--- config.mk ---
export PLATFORM = sky130hd
export DESIGN_NAME = train_phase_timer
export DESIGN_NICKNAME = d
export VERILOG_FILES = /design/src/rtl/train_ctrl_pkg.sv /design/src/rtl/tick_prescaler.sv /design/src/rtl/train_phase_timer.sv
export SDC_FILE = /design/constraint.sdc
export NUM_CORES = 1
export LEC_CHECK = 0
export CORE_MARGIN = 4
export CORE_UTILIZATION = 34
export CTS_CLUSTER_SIZE = 40
export DETAILED_ROUTE_END_ITERATION = 8
export HOLD_SLACK_MARGIN = 0.06
export MAX_ROUTING_LAYER = met4
export PLACE_DENSITY = 0.69
export SETUP_SLACK_MARGIN = 0.5
export SYNTH_ARGS = -nofsm -noshare
export SYNTH_HDL_FRONTEND = slang
export SYNTH_SLANG_ARGS = --single-unit
export TNS_END_PERCENT = 30
--- constraint.sdc ---
create_clock -name clk -period 3.1 [get_ports clk]
set_input_delay 0.31 -clock clk [delete_from_list [all_inputs] [get_ports clk]]
set_output_delay 0.31 -clock clk [all_outputs]
set_load 0.01 [all_outputs]
--- src/rtl/train_ctrl_pkg.sv ---
// Shared constants and types for the train controller phase timer.
// Holds the default widths, the prescaler divide and the timer FSM encoding.
package train_ctrl_pkg;

    localparam int TIME_W       = 19;
    localparam int STATE_W      = 4;
    localparam int PRESCALE_DIV = 50000;

    typedef enum logic [1:0] {
        IDLE,
        LOAD,
        RUN,
        EXPIRED
    } timer_state_t;

endpackage

--- src/rtl/tick_prescaler.sv ---
// Free-running divider that makes a one-clk tick every DIV cycles.
// Ports: clk, rst_n (async low), clr (restart phase), tick_out (strobe).
module tick_prescaler #(
    parameter int DIV = 50000
) (
    input  logic clk,
    input  logic rst_n,
    input  logic clr,
    output logic tick_out
);

    localparam int CW = (DIV > 2) ? $clog2(DIV) : 1;

    logic [CW-1:0] cnt;
    logic          wrap;

    assign wrap     = (cnt == CW'(DIV - 1));
    // Suppressed during clr so a restart never inherits a stale tick.
    assign tick_out = wrap && !clr;

    always_ff @(posedge clk or negedge rst_n) begin
        if (!rst_n) begin
            cnt <= '0;
        end else if (clr || wrap) begin
            cnt <= '0;
        end else begin
            cnt <= cnt + CW'(1);
        end
    end

endmodule

--- src/rtl/train_phase_timer.sv ---
// Phase down-counter: reloads on every controller state change, counts the
// selected duration down on ticks and pulses done for one cycle on expiry.
// Ports: clk, rst_n (async low), tin (duration, 0 = untimed), present_state,
// tick (count enable), count (remaining), busy (timed phase running),
// done (expiry pulse). Option macro: TIMER_PRESCALE_EN replaces the tick
// port with an internal PRESCALE_DIV divider restarted on every load.
module train_phase_timer #(
    parameter int TIME_W       = train_ctrl_pkg::TIME_W,
    parameter int STATE_W      = train_ctrl_pkg::STATE_W,
    parameter int PRESCALE_DIV = train_ctrl_pkg::PRESCALE_DIV
) (
    input  logic               clk,
    input  logic               rst_n,
    input  logic [TIME_W-1:0]  tin,
    input  logic [STATE_W-1:0] present_state,
    input  logic               tick,
    output logic [TIME_W-1:0]  count,
    output logic               busy,
    output logic               done
);

    import train_ctrl_pkg::*;

    timer_state_t       state;
    logic [STATE_W-1:0] prev_state;
    logic               chg;
    logic               tick_en;

    assign chg = (present_state != prev_state);

`ifdef TIMER_PRESCALE_EN
    logic unused_tick;
    assign unused_tick = tick;

    tick_prescaler #(
        .DIV(PRESCALE_DIV)
    ) u_prescaler (
        .clk     (clk),
        .rst_n   (rst_n),
        .clr     (state == LOAD),
        .tick_out(tick_en)
    );
`else
    localparam int unused_div = PRESCALE_DIV;
    assign tick_en = tick;
`endif

    always_ff @(posedge clk or negedge rst_n) begin
        if (!rst_n) begin
            state      <= IDLE;
            prev_state <= '0;
            count      <= '0;
            busy       <= 1'b0;
            done       <= 1'b0;
        end else begin
            prev_state <= present_state;
            done       <= 1'b0;
            unique case (state)
                IDLE: begin
                    if (chg) state <= LOAD;
                end
                // The selector output is valid one cycle after the change,
                // so tin is sampled here rather than in IDLE.
                LOAD: begin
                    if (chg) begin
                        busy  <= 1'b0;
                        state <= LOAD;
                    end else if (tin == '0) begin
                        count <= '0;
                        busy  <= 1'b0;
                        state <= IDLE;
                    end else begin
                        count <= tin;
                        busy  <= 1'b1;
                        state <= RUN;
                    end
                end
                // A state change beats a coincident final tick.
                RUN: begin
                    if (chg) begin
                        busy  <= 1'b0;
                        state <= LOAD;
                    end else if (tick_en && count != '0) begin
                        if (count == TIME_W'(1)) begin
                            count <= '0;
                            busy  <= 1'b0;
                            done  <= 1'b1;
                            state <= EXPIRED;
                        end else begin
                            count <= count - TIME_W'(1);
                        end
                    end
                end
                EXPIRED: begin
                    state <= chg ? LOAD : IDLE;
                end
                default: state <= IDLE;
            endcase
        end
    end

endmodule

Word level (Yosys, flattened, before mapping)
Index checks and enable logic that the tools add are counted.
W data, S select, Z words.
{ "word_totals": {"out_inout_bits": 21, "ff_bits": 27} }
{ "classes": {"eq_ne": 11, "reduce_logical": 8, "muxes": 24, "add_sub_neg": 1} }
{ "op_table": {"columns": ["cell", "count"], "rows": [
  ["$mux W19", 5],
  ["$pmux W19 S2", 1],
  ["$eq A19 B1 Y1 const B", 1],
  ["$logic_not A19 Y1", 1],
  ["$reduce_bool A19 Y1", 1],
  ["$sub A19 B1 Y19 const B", 1],
  ["$mux W2", 6],
  ["$mux W1", 10],
  ["$ne A2 B2 Y1 const B", 4],
  ["$pmux W2 S4", 1],
  ["$ne A3 B3 Y1 const B", 2],
  ["$reduce_and A3 Y1", 2],
  ["$eq A2 B2 Y1 const B", 2],
  ["$ne A4 B4 Y1", 1],
  ["$reduce_and A4 Y1", 1],
  ["$eq A2 B1 Y1 const B", 1],
  ["$logic_not A2 Y1", 1],
  ["$pmux W1 S2", 1],
  ["$reduce_bool A2 Y1", 1],
  ["$logic_and A1 B1 Y1", 1]
]} }

Logic depth before layout (Yosys ltp)
Gate-level depths: netlist (run 1).
{ "depth": {"ltp_word": 5, "ltp_mapped": 10, "ltp_nobuf": 7} }

Worst setup path before layout (run 1)
Ideal clock, no wire load.
{ "synth_path": {"kind": "register -> register", "startpoint": "register count[0]", "endpoint": "register count[10]", "slack_ns": 0.789, "period_less_slack_ns": 2.311, "path_stages_with_launch": 10, "t_arrival_ns": 2.185, "path_cell_list": "dfrtp_1 inv_1 ha_1 or4b_1 clkbuf_1 nor4b_2 a221o_1 buf_4 nor3_1 a221o_1"} }
{ "synth_via": {"elab_chain_cells": 5} }
{ "synth_rtl": {"columns": ["element", "line", "source"], "rows": [
  ["start: declaration", "train_phase_timer.sv:17", "output logic [TIME_W-1:0] count,"],
  ["start signal: assignment", "train_phase_timer.sv:73", "count <= tin;"],
  ["start signal: assignment", "train_phase_timer.sv:90", "count <= count - TIME_W'(1);"],
  ["$sub A19 B1 Y19 / $eq A19 B1 Y1 (equally long branches)", "train_phase_timer.sv:90, train_phase_timer.sv:84", null],
  ["$mux W19", "train_phase_timer.sv:84", "if (count == TIME_W'(1)) begin"],
  ["$mux W19", "train_phase_timer.sv:83", "end else if (tick_en && count != '0) begin"],
  ["$mux W19", "train_phase_timer.sv:80", "if (chg) begin"],
  ["$pmux W19 S2", "train_phase_timer.sv:58", "unique case (state)"]
]} }
Parallel ways exist; a longest one is shown, timed or not. The select of a mux whose other input is x is not followed.
A chain may end at the register's enable or synchronous reset.

Final worst setup path (run 1)
{ "layout_path": {"startpoint": "register count[16]", "endpoint": "register count[17]"} }
Same word-level chain as after synthesis.

==> reports/qor.txt, run 1 <==
Area Overhead vs Synth - 33.5%
CP max FO - 17
Die area - 6390 µm²
Site Rows - 25
Number of flops mapped to enable cells by yosys - 0
Htree depth - 1
CTS Buf Count - 3
FF/Latch Area - 676 µm²
GRT Total Usage - 0.170
Status - completed
Synth Net Count - 227
Post-CTS Setup Bufs - 0
Initial antenna violation count - 0
Worst Setup Path Type - reg -> reg
Post-Route Utilization - 0.482
Die Ht - 80.0 µm
Async SR Flop Fraction - 1.00
Vias in the first global route - 1680
Slew @ Worst Pin - 861 ps
Layout Cells excl Fill - 308
Unique masters post-synth - 49
Final hold violation count - 0
Initial core utilization - 0.361
Detailed Route WL - 5140 µm
Multi-input logic area - 986 µm²
F_max - 402 MHz
Placed Instance Area - 2300 µm²
# fillers - 494
Leakage - 0.918 nW
Main synth FF type - dfrtp_1
Fin worst setup slack - 612 ps
Most frequent cells in the layout - 46 x clkdlybuf4s50_1, 27 x dfrtp_1, 15 x nor3_1
First-pass GRT wire length - 8400 µm
Core Area - 4880 µm²
Via count - 1737
Placed instance count - 304
Final Max Tran Viols - 0
Vias per inst - 5.64
TNS Setup - 0 ps
Bufs on Longest Clock Path - 2
GPL Wtd Cong - 0.887
Peak VDD IR - 431 µV
CTS Root Cell - clkbuf_8
Clk Latency, worst-skew pair - 270 ps
Residual DRC - 0
Worst Setup Start Kind - flop
Starting DRC count in detailed routing - 192
Io pins - 47
Sequential cell area fraction in the yosys report - 0.384
Clock Sinks - 27
Synthesized instance count - 195
Most common cell after layout, fill and taps aside - clkdlybuf4s50_1
Mapped Area - 1760 µm²
Worst EP required - 3270 ps
Pre-antenna DRT Iters - 4
Final instance area - 2350 µm²
CTS tree - yes
Aggregate global routing overflow - 0
#FFs+latches synth - 27
Pwr/cell area - 757 nW/µm²
Ys Warns - 0
Max_cap viols - 0
Clock transition at path regs - 100 ps
Layout cell share with drive strength beyond 1 - 0.0830
Largest net degree at the start of global routing - 28
I/O Buffers - 46
Hold crit path type - in -> async
Post-DP HPWL - 3810 µm
Setup violations, final - 0
Crit path DAT - 2660 ps
RSZ-0062 raised after global routing - yes
Fin crit period - 2490 ps
PostCTS Resize Cnt - 0
Normalized max-slew margin - 0.426
DIE WIDTH - 80.0 µm
Pre-CTS worst setup slack - 534 ps
Wirelength per Cell - 16.7 µm
# diodes - 0
CP endpoint kind - flop
Number of routed nets with antenna violations - 0
Count of hold buffers inserted by post-cts repair - 0
Mapped Avg Cell Area - 9.03 µm²
Worst Skew - 4.99 ps
Crit share post-route - 0.802
# nets final - 274
[critical path, stage by stage (launching register included)]
cell and delay (ps):
dfrtp_1 470, or4_4 610, nor4b_4 420, a21oi_2 310
a32o_1 330, a22o_1 230
[state kept, by name (all words and copies together) (netlist names)]
| register | count |
|---|---|
| busy | 1 |
| prev_state | 4 |
| count | 19 |
| done | 1 |
| state | 2 |
[Yosys cell counts (5+ instances only)]
cell type,count,area share
inv_1,12,0.026
ha_1,6,0.043
nand3_1,5,0.014
o21ai_0,12,0.034
dfrtp_1,27,0.38
a22o_1,8,0.040
nor4_1,6,0.021
nand2_1,13,0.028
nor3_1,15,0.043
clkbuf_1,6,0.013
a21oi_1,7,0.020
nor2_1,13,0.028
[final timing paths]
check | depth (start not counted) | to | from | slack, ps
setup / recovery | 5 | count[17]$_DFFE_PN0P_ | count[16]$_DFFE_PN0P_ | 610
max in group asynchronous | 2 | count[0]$_DFFE_PN0P_ | rst_n | 2430
hold reg to reg | 1 | busy$_DFFE_PN0P_ | busy$_DFFE_PN0P_ | 500
min in group clk | 1 | busy$_DFFE_PN0P_ | busy$_DFFE_PN0P_ | 500
hold / removal | 2 | prev_state[3]$_DFF_PN0_ | rst_n | 400
setup reg to reg | 5 | count[17]$_DFFE_PN0P_ | count[16]$_DFFE_PN0P_ | 610
[cells by family after synthesis]
| family | share of synthesized area |
|---|---|
| xor+xnor | 0.0199 |
| simple gates | 0.235 |
| flops | 0.384 |
| buf+inv | 0.0590 |
| fa+ha+maj | 0.0426 |
| compound gates | 0.260 |
[metrics by stage]
stage               power [W]  hold WS [ps]
finish                0.00178           397
CTS                   0.00179           412
global placement      0.00156           477
global route          0.00191           432
floorplan             0.00112          14.4
detailed placement    0.00157           467
[metal layers]
metal | vias up | track usage | part of all wire
met5 | - | - | 0
met4 | 0 | 0.0405 | 0.0070
met3 | 2 | 0.0203 | 0.052
met2 | 62 | 0.267 | 0.48
met1 | 833 | 0.233 | 0.46
li1 | 840 | - | -
[layout make-up]
cell class                 instances  area share
clock buffer                       3      0.0176
clock inverter                     1     0.00213
inverter                          12      0.0192
multi-input combinational        145       0.420
sequential                        27       0.288
tap                               67      0.0357
timing repair buffer              53       0.218
[report_power, final]
group | switching [W] | internal (W)
clock network | 0.000116 | 0.0000902
logic | 0.000410 | 0.000469
registers | 0.000208 | 0.000486
total | 0.000734 | 0.00105
No activity file was read; power rests on OpenSTA's default activity.
==> run 2, diff against run 1 <==
PLACE_DENSITY = 0.71   (was 0.69)
clock period = 2 ns   (was 3.1 ns; I/O delays follow)
==> reports/qor.txt, run 2 (same netlist as run 1, synthesis figures left out) <==
CP endpoint kind - flop
Layout Cells excl Fill - 375 (+22%)
Worst Setup Path Type - reg -> reg
Final hold violation count - 0 (unchanged)
Core Area - 4880 µm² (unchanged)
Die area - 6390 µm² (unchanged)
CP max FO - 6 (-11)
Status - finished, violations left
# nets final - 341 (+24%)
Max reg flops - 19 (unchanged)
Wirelength per Cell - 15.9 µm (-4.7%)
Normalized max-slew margin - 0.736 (+0.310)
Leakage - 1.35 nW (+47%)
Htree depth - 1 (unchanged)
Biggest registers after layout - count x19, prev_state x4, state x2
Slew @ Worst Pin - 396 ps (-466 ps)
First-pass GRT wire length - 9770 µm (+16%)
Max_cap viols - 0 (unchanged)
RSZ-0062 raised after global routing - yes
GPL Wtd Cong - 0.908 (+2.4%)
Initial core utilization - 0.361 (unchanged)
Clock transition at path regs - 90 ps (about the same)
Crit share post-route - 1.06 (+0.255)
Fin worst setup slack - -115 ps (-727 ps)
# diodes - 0 (unchanged)
Initial antenna violation count - 0 (unchanged)
Violated checks - setup timing
# fillers - 425 (-14%)
DIE WIDTH - 80.0 µm (unchanged)
Worst EP required - 2180 ps (-1090 ps)
Site Rows - 25 (unchanged)
Io pins - 47 (unchanged)
Die Ht - 80.0 µm (unchanged)
GRT Total Usage - 0.198 (+0.0281)
Largest Register - count
CTS Buf Count - 3 (unchanged)
TNS Setup - -1150 ps (-1150 ps)
Largest net degree at the start of global routing - 28 (unchanged)
Most common cell after layout, fill and taps aside - buf_4
Clock Sinks - 27 (unchanged)
Fin crit period - 2110 ps (-373 ps)
R2R cell count - 7 (+2)
I/O Buffers - 46 (unchanged)
Residual DRC - 0 (unchanged)
Count of hold buffers inserted by post-cts repair - 0 (unchanged)
Crit path DAT - 2290 ps (-370 ps)
Post-DP HPWL - 4440 µm (+16%)
F_max - 473 MHz (+18%)
Vias per inst - 5.37 (-4.9%)
Most frequent cells in the layout - 63 x buf_4, 29 x clkdlybuf4s50_1, 25 x dfrtp_1
Layout cell share with drive strength beyond 1 - 0.328 (+0.245)
Hold crit path type - in -> async
Peak VDD IR - 776 µV (+80%)
Pre-antenna DRT Iters - 4 (unchanged)
CTS Root Cell - clkbuf_8
Starting DRC count in detailed routing - 156 (-19%)
Clk Latency, worst-skew pair - 280 ps (about the same)
CTS tree - yes
Area Overhead vs Synth - 68.7%
Placed instance count - 363 (+19%)
Detailed Route WL - 5960 µm (+16%)
Aggregate global routing overflow - 0 (unchanged)
Final Max Tran Viols - 0 (unchanged)
Via count - 2012 (+16%)
Worst Skew - 2.71 ps (-2.29 ps)
Vias in the first global route - 1954 (+16%)
Setup violations, final - 19 (+19)
Bufs on Longest Clock Path - 2 (unchanged)
Worst Setup Start Kind - flop
Pwr/cell area - 1100 nW/µm² (+45%)
Number of routed nets with antenna violations - 0 (unchanged)
[run 2: changes by cell type in the layout (fill, tap and decap cells not counted), moves of 4 or more]
cell,change
o21ai_0,-4
clkdlybuf4s50_1,-17
buf_6,+9
dlymetal6s2s_1,+5
dlygate4sd2_1,+12
buf_4,+56
[run 2: worst max-delay path: stages (launching register included)]
cell and delay [ps]:
dfrtp_1 390, or4_4 580, buf_6 150, nor4b_4 300
a221oi_2 130, buf_4 180, buf_6 110, a22o_1 180
[run 2: what timing repair did]
item / in CTS / in global routing
cloned: 1 / 1
endpoints found under the setup margin: 36 / 29
pin swaps: 20 / 5
setup buffers: 4 / 2
resized for setup: 30 / 16
[run 2: path summary, 6_finish.rpt]
kind / from / to / slack (ps)
max: count[17]$_DFFE_PN0P_ / count[4]$_DFFE_PN0P_ / -110
min in group clk: present_state[0] / prev_state[0]$_DFF_PN0_ / 410
min reg2reg: busy$_DFFE_PN0P_ / busy$_DFFE_PN0P_ / 500
min: rst_n / count[5]$_DFFE_PN0P_ / 300
max reg2reg: count[17]$_DFFE_PN0P_ / count[4]$_DFFE_PN0P_ / -110
max in group asynchronous: rst_n / count[18]$_DFFE_PN0P_ / 1430
[run 2: per-layer routing]
metal	global-route usage	wire [µm]	vias to the layer above
met5	-	0	-
met4	0.0507	69	0
met1	0.268	2630	955
met2	0.321	2910	72
met3	0.0147	358	7
li1	-	-	978
[run 2: per-stage QoR]
step,worst slack [ps],hold WS [ps],instance area (µm²),utilization,total power (W)
3_5_place_dp,-180,468,2760,0.566,0.00291
2_1_floorplan,-232,-95.6,1790,-,0.00177
3_3_place_gp,-171,477,2760,0.566,0.00288
6_report,-115,295,2970,0.608,0.00326
4_1_cts,-119,310,2890,0.592,0.00323
5_1_grt,-208,333,2970,0.608,0.00352
[run 2: layout make-up]
cell class | count | area [µm²] | area share
Timing Repair Buffer | 119 | 1040 | 0.349
Sequential cell | 27 | 678 | 0.228
Tap cell | 67 | 83.8 | 0.0282
Multi-Input combinational cell | 146 | 1080 | 0.364
Clock buffer | 4 | 45.0 | 0.0152
Inverter | 12 | 45.0 | 0.0152
[run 2: power breakdown]
group          leakage (nW)  total (W)  internal (W)  switching [W]
registers             0.329   0.000920      0.000758       0.000162
clock network        0.0228   0.000319      0.000143       0.000175
logic                  1.00    0.00202       0.00107       0.000954
==> run 3, diff against run 2 <==
ABC_AREA = 1   (was default)
PLACE_DENSITY = 0.69   (was 0.71)
SLEW_MARGIN = 10   (was default)
==> reports/qor.txt, run 3 <==
Ys Warns - 0 (unchanged)
Via count - 2295 (+14%)
Worst path slowest cell - dfrtp_1
Vias in the first global route - 2230 (+14%)
Peak VDD IR - 669 µV (-14%)
Detailed Route WL - 6600 µm (+11%)
GRT Total Usage - 0.175 (-0.0226)
# diodes - 0 (unchanged)
# fillers - 499 (+17%)
CP max FO - 7 (+1)
Post-DP HPWL - 4380 µm (-1.4%)
Max_cap viols - 0 (unchanged)
Die area - 7260 µm² (+14%)
Worst Skew - 7.83 ps (+5.12 ps)
GPL Wtd Cong - 0.893 (-1.7%)
Worst Setup SP - count[13]$_DFFE_PN0P_
Most frequent cells in the layout - 105 x nand2_1, 46 x clkdlybuf4s50_1, 39 x buf_4
Setup violations, final - 0 (-19)
Site Rows - 27 (+8.0%)
Most common cell after layout, fill and taps aside - nand2_1
R2R cell count - 12 (+5)
Number of flops mapped to enable cells by yosys - 0 (unchanged)
Most common library cells after synthesis - 117 x nand2_1, 40 x nor2_1, 35 x inv_1
Normalized max-slew margin - 0.759 (+0.0229)
Initial antenna violation count - 0 (unchanged)
Final Max Tran Viols - 0 (unchanged)
Async SR Flop Fraction - 1.00 (unchanged)
Post-synth top area share - 0.334 (-0.0503)
Main synth FF type - dfrtp_1
Biggest registers after layout - count x19, prev_state x4, state x2
Pre-antenna DRT Iters - 5 (+1)
Core Area - 5640 µm² (+16%)
Synthesized instance count - 307 (+57%)
Pre-CTS worst setup slack - 197 ps (+378 ps)
Largest net degree at the start of global routing - 28 (unchanged)
Slew @ Worst Pin - 361 ps (-34.3 ps)
Initial core utilization - 0.359 (-0.00171)
Max reg flops - 19 (unchanged)
Htree depth - 1 (unchanged)
Clock transition at path regs - 100 ps (about the same)
Worst path cell trace - nor2_2, nand2_2, nor2_4, buf_6, nand3_4, nand2_4, nand2_4, nand2_8, buf_12, inv_6, nand2_1, o21ai_2
Crit path buf inv count - 3 (unchanged)
Synth Net Count - 339 (+49%)
Unique masters post-synth - 25 (-49%)
Residual DRC - 0 (unchanged)
Final hold violation count - 0 (unchanged)
CTS Buf Count - 3 (unchanged)
Synth area leaders - dfrtp_1 33%, nand2_1 22%, nor2_1 7.4%, inv_1 6.5%, nand3_1 4.9%
Placed Instance Area - 2630 µm² (-4.9%)
Final instance area - 3150 µm² (+6.1%)
Final hold slack - 297 ps (+1.56 ps)
Status - completed
CTS Root Cell - clkbuf_8
I/O Buffers - 46 (unchanged)
CTS tree - yes
Largest Register - count
RR Endpoint - count[13]$_DFFE_PN0P_
Clock Sinks - 27 (unchanged)
Mapped Area - 2030 µm² (+15%)
First-pass GRT wire length - 10100 µm (+3.2%)
Starting DRC count in detailed routing - 110 (-29%)
Aggregate global routing overflow - 0 (unchanged)
Number of routed nets with antenna violations - 0 (unchanged)
Worst Setup Start Kind - flop
Crit path DAT - 1880 ps (-410 ps)
Fin crit period - 1700 ps (-416 ps)
F_max - 589 MHz (+25%)
Leakage - 1.53 nW (+13%)
Sequential cell area fraction in the yosys report - 0.334 (-0.0503)
Bufs on Longest Clock Path - 2 (unchanged)
TNS Setup - 0 ps (+1150 ps)
Cell taking the most area after synthesis - dfrtp_1
Layout cell share with drive strength beyond 1 - 0.284 (-0.0444)
Die Ht - 85.2 µm (+6.5%)
RSZ-0062 raised after global routing - yes
Fin worst setup slack - 302 ps (+416 ps)
Worst Setup Path Type - reg -> reg
Reg2reg start - count[13]$_DFFE_PN0P_
Most used cell, CP - nand2_4
DIE WIDTH - 85.2 µm (+6.5%)
Mapped Avg Cell Area - 6.60 µm² (-27%)
Largest delay contributor family on the critical path - simple AND/OR/NAND/NOR gates
Clk Latency, worst-skew pair - 280 ps (about the same)
Hold crit path type - in -> async
Vias per inst - 4.91 (-8.4%)
Io pins - 47 (unchanged)
Count of hold buffers inserted by post-cts repair - 0 (unchanged)
Crit share post-route - 0.849 (-0.208)
Area Overhead vs Synth - 55.5%
#FFs+latches synth - 27 (unchanged)
# nets final - 428 (+26%)
Wirelength per Cell - 14.1 µm (-11%)
CP endpoint kind - flop
Pwr/cell area - 1230 nW/µm² (+12%)
Post-Route Utilization - 0.558 (-0.0502)
Worst EP required - 2180 ps (about the same)
FF-to-FF setup slack - 300 ps (+420 ps)
Cell with the most instances after synthesis - nand2_1
Largest stage delay, worst path - 420 ps (-160 ps)
## run 3: worst max-delay path by stage
| stage | to | depth (start not counted) |
|---|---|---|
| 2_1_floorplan | count[3]$_DFFE_PN0P_ | 12 |
| 3_3_place_gp | count[5]$_DFFE_PN0P_ | 9 |
| 3_5_place_dp | count[5]$_DFFE_PN0P_ | 9 |
| 4_1_cts | count[3]$_DFFE_PN0P_ | 10 |
| 5_1_grt | count[5]$_DFFE_PN0P_ | 12 |
| 6_report | count[13]$_DFFE_PN0P_ | 12 |
## run 3: logic make-up after synthesis
logic type	synth area share
AO/OA/AOI/OAI	0.0821
XOR/XNOR	0.0476
adder cells (fa/ha/maj)	0.0371
buffers and inverters	0.0902
flip-flops	0.334
AND/OR/NAND/NOR	0.410
## run 3: area by class of cell
class                      count  area [µm²]  share of cell area
multi-input combinational    238        1360               0.431
timing repair buffer          88         800               0.254
sequential                    27         679               0.216
inverter                      36         155              0.0493
tap                           72        90.1              0.0286
clock buffer                   3        41.3              0.0131
timing repair inverter         2        20.0             0.00636
clock inverter                 1        5.00             0.00159
## run 3: worst register-to-register path: cells and delay by family (launching register included)
family / cells / cell delay (ps)
buf+inv: 3 / 290
compound gates: 1 / 50
simple gates: 8 / 840
flops: 1 / 420
## run 3: repair_timing
item	CTS	global route
setup buffers	19	12
cloned	0	2
endpoints found under the setup margin	33	40
hold endpoints to repair	0	0
resized for setup	27	37
pin swaps	11	15
## run 3: report_power, final
group          switching (W)  internal (W)
combinational        0.00133       0.00125
clock               0.000186      0.000140
sequential          0.000207      0.000757
total                0.00172       0.00215
## run 3: layer usage
layer / vias up / GRT usage / part of all wire
met3: 18 / 0.0252 / 0.060
li1: 1123 / - / -
met1: 1071 / 0.203 / 0.42
met4: 0 / 0.0417 / 0.024
met5: - / - / 0
met2: 83 / 0.316 / 0.50
## run 3: through the flow
stage | instances | power, W
CTS | 453 | 0.00357
floorplan | 307 | 0.00205
finish | 467 | 0.00387
detailed placement | 430 | 0.00287
global route | 467 | 0.00415
global placement | 430 | 0.00282
